### config.mk
export PLATFORM = sky130hd
export DESIGN_NAME = control_sequencer
export DESIGN_NICKNAME = d
export VERILOG_FILES = /design/src/rtl/control_sequencer_pkg.sv /design/src/rtl/control_sequencer_rom.sv /design/src/rtl/control_sequencer.sv
export SDC_FILE = /design/constraint.sdc
export NUM_CORES = 1
export LEC_CHECK = 0
export CAP_MARGIN = 10
export CORE_MARGIN = 4
export CORE_UTILIZATION = 25
export DETAILED_ROUTE_END_ITERATION = 8
export GPL_ROUTABILITY_DRIVEN = 0
export HOLD_SLACK_MARGIN = 0.02
export SLEW_MARGIN = 20
export SYNTH_ARGS = -nofsm -noshare
export SYNTH_HDL_FRONTEND = slang
export SYNTH_HIERARCHICAL = 1
export SYNTH_SLANG_ARGS = --single-unit
### constraint.sdc
create_clock -name clk -period 1.35 [get_ports clk]
set_input_delay 0.27 -clock clk [delete_from_list [all_inputs] [get_ports clk]]
set_output_delay 0.27 -clock clk [all_outputs]
set_load 0.005 [all_outputs]
### src/rtl/control_sequencer_pkg.sv
// Shared definitions for the microprogrammed control sequencer.
// Latency: n/a (types, constants and a pure dispatch function only).
// Backpressure: n/a.
package control_sequencer_pkg;

  // Micro-address map (the 16-word control store is indexed by these)
  typedef enum logic [3:0] {
    U_IDLE   = 4'd0,
    U_FETCH  = 4'd1,
    U_DECODE = 4'd2,
    U_INCR   = 4'd3,
    U_HALT   = 4'd4,
    U_LDA    = 4'd5,
    U_STA    = 4'd6,
    U_ADD    = 4'd7,
    U_SUB    = 4'd8,
    U_AND    = 4'd9,
    U_LDI    = 4'd10,
    U_JMP_EX = 4'd11,
    U_JZ_EX  = 4'd12
  } uaddr_t;

  // Opcodes; 9..14 are reserved and behave as NOP
  localparam logic [3:0] OP_NOP = 4'd0;
  localparam logic [3:0] OP_LDA = 4'd1;
  localparam logic [3:0] OP_STA = 4'd2;
  localparam logic [3:0] OP_ADD = 4'd3;
  localparam logic [3:0] OP_SUB = 4'd4;
  localparam logic [3:0] OP_AND = 4'd5;
  localparam logic [3:0] OP_LDI = 4'd6;
  localparam logic [3:0] OP_JMP = 4'd7;
  localparam logic [3:0] OP_JZ  = 4'd8;
  localparam logic [3:0] OP_HLT = 4'd15;

  // ALU operand-source encodings for cu_A / cu_B
  localparam logic [1:0] SRC_R       = 2'd0;
  localparam logic [1:0] SRC_DMEM    = 2'd1;
  localparam logic [1:0] SRC_OPERAND = 2'd2;
  localparam logic [1:0] SRC_ZERO    = 2'd3;

  // Control-word layout: {HLT, INC, REPC, REIR, REDMEM, RER, cu_A, cu_B}
  localparam int CW_W      = 10;
  localparam int CW_HLT    = 9;
  localparam int CW_INC    = 8;
  localparam int CW_REPC   = 7;
  localparam int CW_REIR   = 6;
  localparam int CW_REDMEM = 5;
  localparam int CW_RER    = 4;
  localparam int CW_A_LSB  = 2;
  localparam int CW_B_LSB  = 0;

  // Opcode -> first execute micro-address
  function automatic uaddr_t dispatch(input logic [3:0] op);
    uaddr_t tgt;
    case (op)
      OP_LDA:  tgt = U_LDA;
      OP_STA:  tgt = U_STA;
      OP_ADD:  tgt = U_ADD;
      OP_SUB:  tgt = U_SUB;
      OP_AND:  tgt = U_AND;
      OP_LDI:  tgt = U_LDI;
      OP_JMP:  tgt = U_JMP_EX;
      OP_JZ:   tgt = U_JZ_EX;
      OP_HLT:  tgt = U_HALT;
      default: tgt = U_INCR;   // NOP and reserved opcodes
    endcase
    return tgt;
  endfunction

endpackage

### src/rtl/control_sequencer_rom.sv
// Control store: 16 x 10-bit combinational lookup from micro-address to control word.
// Latency: 0 cycles (pure combinational decode).
// Backpressure: none.
// Ports: uaddr (4) in -> cw (10) out = {HLT, INC, REPC, REIR, REDMEM, RER, cu_A[1:0], cu_B[1:0]}.
module control_sequencer_rom
  import control_sequencer_pkg::*;
(
  input  logic [3:0]      uaddr,
  output logic [CW_W-1:0] cw
);

  always_comb begin
    cw = '0;
    case (uaddr)
      U_FETCH: cw[CW_REIR] = 1'b1;
      U_INCR:  cw[CW_INC]  = 1'b1;
      U_HALT:  cw[CW_HLT]  = 1'b1;
      U_LDA: begin
        cw[CW_RER] = 1'b1;
        cw[CW_A_LSB +: 2] = SRC_DMEM;
        cw[CW_B_LSB +: 2] = SRC_ZERO;
      end
      U_STA:   cw[CW_REDMEM] = 1'b1;
      U_ADD, U_SUB, U_AND: begin
        cw[CW_RER] = 1'b1;
        cw[CW_A_LSB +: 2] = SRC_R;
        cw[CW_B_LSB +: 2] = SRC_DMEM;
      end
      U_LDI: begin
        cw[CW_RER] = 1'b1;
        cw[CW_A_LSB +: 2] = SRC_OPERAND;
        cw[CW_B_LSB +: 2] = SRC_ZERO;
      end
      // The datapath chooses target vs pc+1; the sequencer just enables both
      U_JMP_EX, U_JZ_EX: begin
        cw[CW_REPC] = 1'b1;
        cw[CW_INC]  = 1'b1;
      end
      default: cw = '0;   // IDLE, DECODE and unused words 13..15
    endcase
  end

endmodule

### src/rtl/control_sequencer.sv
// Microprogrammed control unit: steps fetch/decode/execute and drives datapath enables.
// Latency: Moore; outputs decode from registered uaddr (3-4 cycles per instruction).
// Backpressure: run gates new instructions at IDLE/instruction end; never aborts one in flight.
// Ports: clk, reset_cu_n (async low), run, ir_opcode[3:0] in;
//        HLT, INC, REPC, REIR, REDMEM, RER, cu_A[1:0], cu_B[1:0], uaddr[3:0], instr_done out.
module control_sequencer
  import control_sequencer_pkg::*;
(
  input  logic       clk,
  input  logic       reset_cu_n,
  input  logic       run,
  input  logic [3:0] ir_opcode,
  output logic       HLT,
  output logic       INC,
  output logic       REPC,
  output logic       REIR,
  output logic       REDMEM,
  output logic       RER,
  output logic [1:0] cu_A,
  output logic [1:0] cu_B,
  output logic [3:0] uaddr,
  output logic       instr_done
);

  uaddr_t          state_q;
  uaddr_t          state_d;
  logic [CW_W-1:0] cw;

  always_ff @(posedge clk or negedge reset_cu_n) begin
    if (!reset_cu_n) state_q <= U_IDLE;
    else             state_q <= state_d;
  end

  always_comb begin
    state_d = U_IDLE;
    case (state_q)
      U_IDLE:   state_d = run ? U_FETCH : U_IDLE;
      U_FETCH:  state_d = U_DECODE;
      // ir_opcode matters only here; the IR was loaded at the end of FETCH
      U_DECODE: state_d = dispatch(ir_opcode);
      U_INCR, U_JMP_EX, U_JZ_EX:
                state_d = run ? U_FETCH : U_IDLE;
      U_HALT:   state_d = U_HALT;   // sticky until reset
      U_LDA, U_STA, U_ADD, U_SUB, U_AND, U_LDI:
                state_d = U_INCR;
      default:  state_d = U_IDLE;
    endcase
  end

  assign uaddr = state_q;

  control_sequencer_rom u_rom (
    .uaddr (state_q),
    .cw    (cw)
  );

  assign HLT    = cw[CW_HLT];
  assign INC    = cw[CW_INC];
  assign REPC   = cw[CW_REPC];
  assign REIR   = cw[CW_REIR];
  assign REDMEM = cw[CW_REDMEM];
  assign RER    = cw[CW_RER];
  assign cu_A   = cw[CW_A_LSB +: 2];
  assign cu_B   = cw[CW_B_LSB +: 2];

  // Final cycle of every instruction: INCR, or the single jump execute cycle
  assign instr_done = (state_q == U_INCR) || (state_q == U_JMP_EX) ||
                      (state_q == U_JZ_EX);

endmodule
# Yosys cells after proc, flatten, opt, wreduce, memory -nomap -nowiden
# Memory sizes are Yosys's and may differ from the RTL's.
# Cells that the tools add are included.
classes:
  n_div: 0
  bitwise_logic: 0
  n_mul: 0
  shift: 0
  addsub: 0
  reduce_logical: 8
  n_mux: 8
  order_cmp: 0
  n_eq_ne: 12
ops:
  columns: ["cell", "count"]
  rows:
  - ["$eq 4x4->1 const B", 5]
  - ["$pmux 4 s5", 1]
  - ["$eq 4x3->1 const B", 4]
  - ["$pmux 5 s3", 1]
  - ["$eq 4x2->1 const B", 2]
  - ["$mux 1", 6]
  - ["$reduce_or 3->1", 2]
  - ["$reduce_or 6->1", 1]
  - ["$eq 4x1->1 const B", 1]
  - ["$logic_not 4->1", 1]
  - ["$reduce_or 4->1", 1]
  - ["$logic_or 1x1->1", 2]
  - ["$reduce_or 2->1", 1]
word_totals:
  latchBits: 0
  ram_bits: 0
  output_inout_bits: 15
  memories: 1
  inputBits: 7
  reg_bits: 4
  rom_bits: 64
memory_table:
  columns: ["memory", "depth", "width", "rd", "rd_clocked_by_memory_dff", "write_ports", "line_no", "rtl"]
  rows:
  - ["(name not given)", 16, 4, 1, 0, 0, "control_sequencer_pkg.sv:55", "case (op)"]

# Depth between registers and ports, before layout
depth:
  ltp_word: 3
  depth_mapped: 5
  mapped_depth_nobuf: 4

# By module
# The synthesis kept the hierarchy.
by_module_without_submodules:
  columns: ["mod", "cells_each", "seq_area_each_um2", "instances", "area_each_um2"]
  rows:
  - ["control_sequencer", 38, 100.1, 1, 316.6]
  - ["control_sequencer_rom", 18, 0.0, 1, 128.9]

# Least setup slack after synthesis
# OpenSTA, ideal clock, no wires.
synth_path:
  path_kind: "register to register"
  startpoint: "register state_q[3], in the netlist uaddr[3]"
  endpoint: "register state_q[2], in the netlist uaddr[2]"
  required_time_ns: 1.276
  synth_period_minus_slack_ns: 1.448
  setup_time_ns: 0.074
  arrival_time_ns: 1.374
  path_slack_ns: -0.098
  stages_incl_launch_ff: 4
  path_cell_list: "dfrtp_1 > clkbuf_1 > or4b_2 > o21ai_2"
synth_between:
  elab_chain_len: 3
synth_rtl:
  columns: ["element", "line_no", "rtl"]
  rows:
  - ["from (decl)", "control_sequencer.sv:25", "uaddr_t state_q;"]
  - ["from (signal assigned)", "control_sequencer.sv:31", "else state_q <= state_d;"]
  - ["$eq 4x3->1, or another cell as far along", "control_sequencer.sv:36", "case (state_q)"]
  - ["$reduce_or 6->1 or $reduce_or 4->1 (tied branches)", null, null]
  - ["$pmux 4 s5 *", "control_sequencer.sv:36", null]
  - ["via state_d[2]", "control_sequencer.sv:26", "uaddr_t state_d;"]
# Mark *: on every way through the listed nets, which the timed path passes. The rest lies on a longest branch.

# Final worst setup path
layout_path:
  startpoint: "register state_q[2], in the netlist uaddr[2]"
  endpoint: "register state_q[3], in the netlist uaddr[3]"
# The elaborated chain is that of the path after synthesis.

==> metrics.md <==
| Metric | Value |
|---|---|
| Status | `finished, violations left` |
| Failing checks | `negative setup slack` |
| Largest net degree at the start of global routing | `10` |
| Syn-to-layout area delta | `128%` |
| Worst-Skew Late Latency | `230 ps` |
| GRT Util Overall | `0.139` |
| Worst-Margin Slew | `roughly 260 ps` |
| Fraction of layout cells with a size suffix above 1 | `0.679` |
| RSZ-0062 raised after global routing | `true` |
| WP data arrival | `1650 ps` |
| Setup crit start kind | `register` |
| Core Rows | `14` |
| Ys async rst share | `1.00` |
| # clock sinks | `4` |
| # diodes | `0` |
| Max reg flops | `4` |
| Finished Core Util | `0.638` |
| Largest area contributor in the netlist | `dfrtp_1` |
| Power Total | `2020 µW` |
| Final setup TNS | `-1320 ps` |
| Mapped Cells | `56` |
| Htree depth | `1` |
| Post-synth cell types | `30` |
| Setup-failing EPs final | `15` |
| # DRC | `0` |
| Met3 Wirelength | `88 µm` |
| Post-Route Skew | `5.80 ps` |
| Most used DFF post-synth | `dfrtp_1` |
| Die ar. | `2520 µm²` |
| Flip-flop and latch area | `105 µm²` |
| Crit. End Element | `register` |
| Fillers | `approximately 140` |
| CTS buffer count | `3` |
| Number of I/O pins | `22` |
| Wirelength per Cell | `13.6 µm` |
| Initial Util | `0.279` |
| Tmin final | `1490 ps` |
| Maxcap violations | `0` |
| Worst-path clk slew | `40 ps` |
| Peak supply drop | `between 0.0009 and 0.001 V` |
| Root Driver | `clkbuf_4` |
| First-pass GRT wire length | `2790 µm` |
| Final Instance Area | `roughly 1000 µm²` |
| IO Port Bufs | `21` |
| Vias in the first global route | `615` |
| Seq cells post-synth | `4` |
| Detailed-placement wirelength estimate | `1070 µm` |
| Final period util | `1.11` |
| Horiz. Die Dim | `50.2 µm` |
| Placed Cells | `112` |
| WL final | `1800 µm` |
| Worst Setup Slack, final | `-145 ps` |
| Bufs on Longest Clock Path | `2` |
| Top Metal Used | `met3` |
| R2R cell count | `6` |
| Post-Syn Area per Cell | `slightly below 8 µm²` |
| EDFF count, synth | `0` |
| Netlist Area Pre-Place | `approximately 450 µm²` |
| M1 WL | `733 µm` |
| Leakage power total | `0.000472 µW` |
| Most frequent cells in the layout | `buf_4 (14), buf_6 (14), buf_2 (12)` |
| Top cell type's share of synthesized area | `0.225` |
| Pwr per Cell Area | `1990 nW/µm²` |
| Cell Area, Placed | `between 700 and 800 µm²` |
| Worst setup path class | `reg2reg` |
| Nets | `117` |
| Via count | `631` |
| Worst-path fanout max | `5` |
| Syn nets | `63` |
| Core Region | `1590 µm²` |
| Largest cells by area after synthesis | `dfrtp_1 (22%), nand2b_1 (7.0%), nand2b_4 (6.2%), o22ai_2 (5.6%), a21oi_1 (4.5%)` |
| Die height | `50.2 µm` |
| CTS tree | `built` |
| Drt first-iter violations | `8` |
| Fmax | `669 MHz` |
| DR vias/cell | `around 4.7` |
| Sequential fraction of the synthesis area | `0.225` |
| Met2 WL | `981 µm` |
| Tightest Hold Check Type | `in2async` |
| Relative slew margins | `0.823` |
| Initial antenna violation count | `0` |
| Fin cells | `approximately 130` |
| Slew Viols, Final | `0` |
| Detail Route Antenna Nets | `0` |
| Multi-input logic area | `417 µm²` |
| GRT overflow | `0` |
| CP required | `1510 ps` |
| Drt first pass iters | `4` |
| Warnings, synthesis | `6` |
| Hold-fix buffers, CTS | `0` |
| Final hold vios | `0` |
-- logic make-up after synthesis --
group / synth area share
AOI/OAI and AO/OA: 0.270
buffers and inverters: 0.0337
DFF: 0.225
and+or+nand+nor: 0.472
-- synth_stat cells (2+ instances only) --
library cell / instances
nand2_1: 3
nand3_1: 2
nand2b_4: 2
nor2_1: 5
nor3_1: 4
or3b_2: 2
dfrtp_1: 4
a21oi_1: 4
o21ai_0: 4
o22ai_2: 2
nand2b_1: 5
-- cell type report --
cell class / instances / share of cell area
clock buffer: 4 / 0.0258
sequential: 4 / 0.103
inverter: 1 / 0.00369
tap: 24 / 0.0295
multi-input combinational: 49 / 0.410
timing repair buffer: 51 / 0.428
-- power by group --
group | internal, µW | switching, µW | total, µW
clock | 111 | 49.9 | 161
combinational | 938 | 668 | 1610
sequential | 179 | 78.8 | 258
-- what timing repair did --
action / 4_1_cts / 5_1_grt
gates resized for setup: 78 / 18
setup buffers: 16 / 2
gates cloned: 0 / 0
pin swaps: 8 / 7
setup endpoints to repair: 19 / 17
-- metrics by stage --
stage / setup slack (ps) / hold WS, ps
finish: -145 / 240
floorplan: 97.7 / -25.6
CTS: -178 / 244
global placement: -365 / 484
detailed placement: -414 / 492
global route: -184 / 246
-- critical path, stage by stage (launching register included) --
cell,delay (ps)
dfrtp_2,450
buf_6,140
buf_6,120
buf_6,110
nand2b_4,130
or3_4,340
a21oi_2,120
-- worst paths after layout --
| kind | from | to | slack [ps] |
|---|---|---|---|
| worst min register to register | uaddr[1]$_DFF_PN0_ | uaddr[2]$_DFF_PN0_ | 810 |
| worst max-delay path | uaddr[2]$_DFF_PN0_ | uaddr[3]$_DFF_PN0_ | -140 |
| max in group asynchronous | reset_cu_n | uaddr[0]$_DFF_PN0_ | 920 |
| worst min-delay path | reset_cu_n | uaddr[3]$_DFF_PN0_ | 240 |
| worst max register to register | uaddr[2]$_DFF_PN0_ | uaddr[3]$_DFF_PN0_ | -140 |
| min in group clk | ir_opcode[1] | uaddr[0]$_DFF_PN0_ | 670 |
-- routing by layer --
metal	up-vias	track usage
met3	0	0.0473
met4	0	0.0138
met5	-	0
met2	13	0.254
met1	298	0.160
li1	320	-
Power figures use the tool's default switching activity.
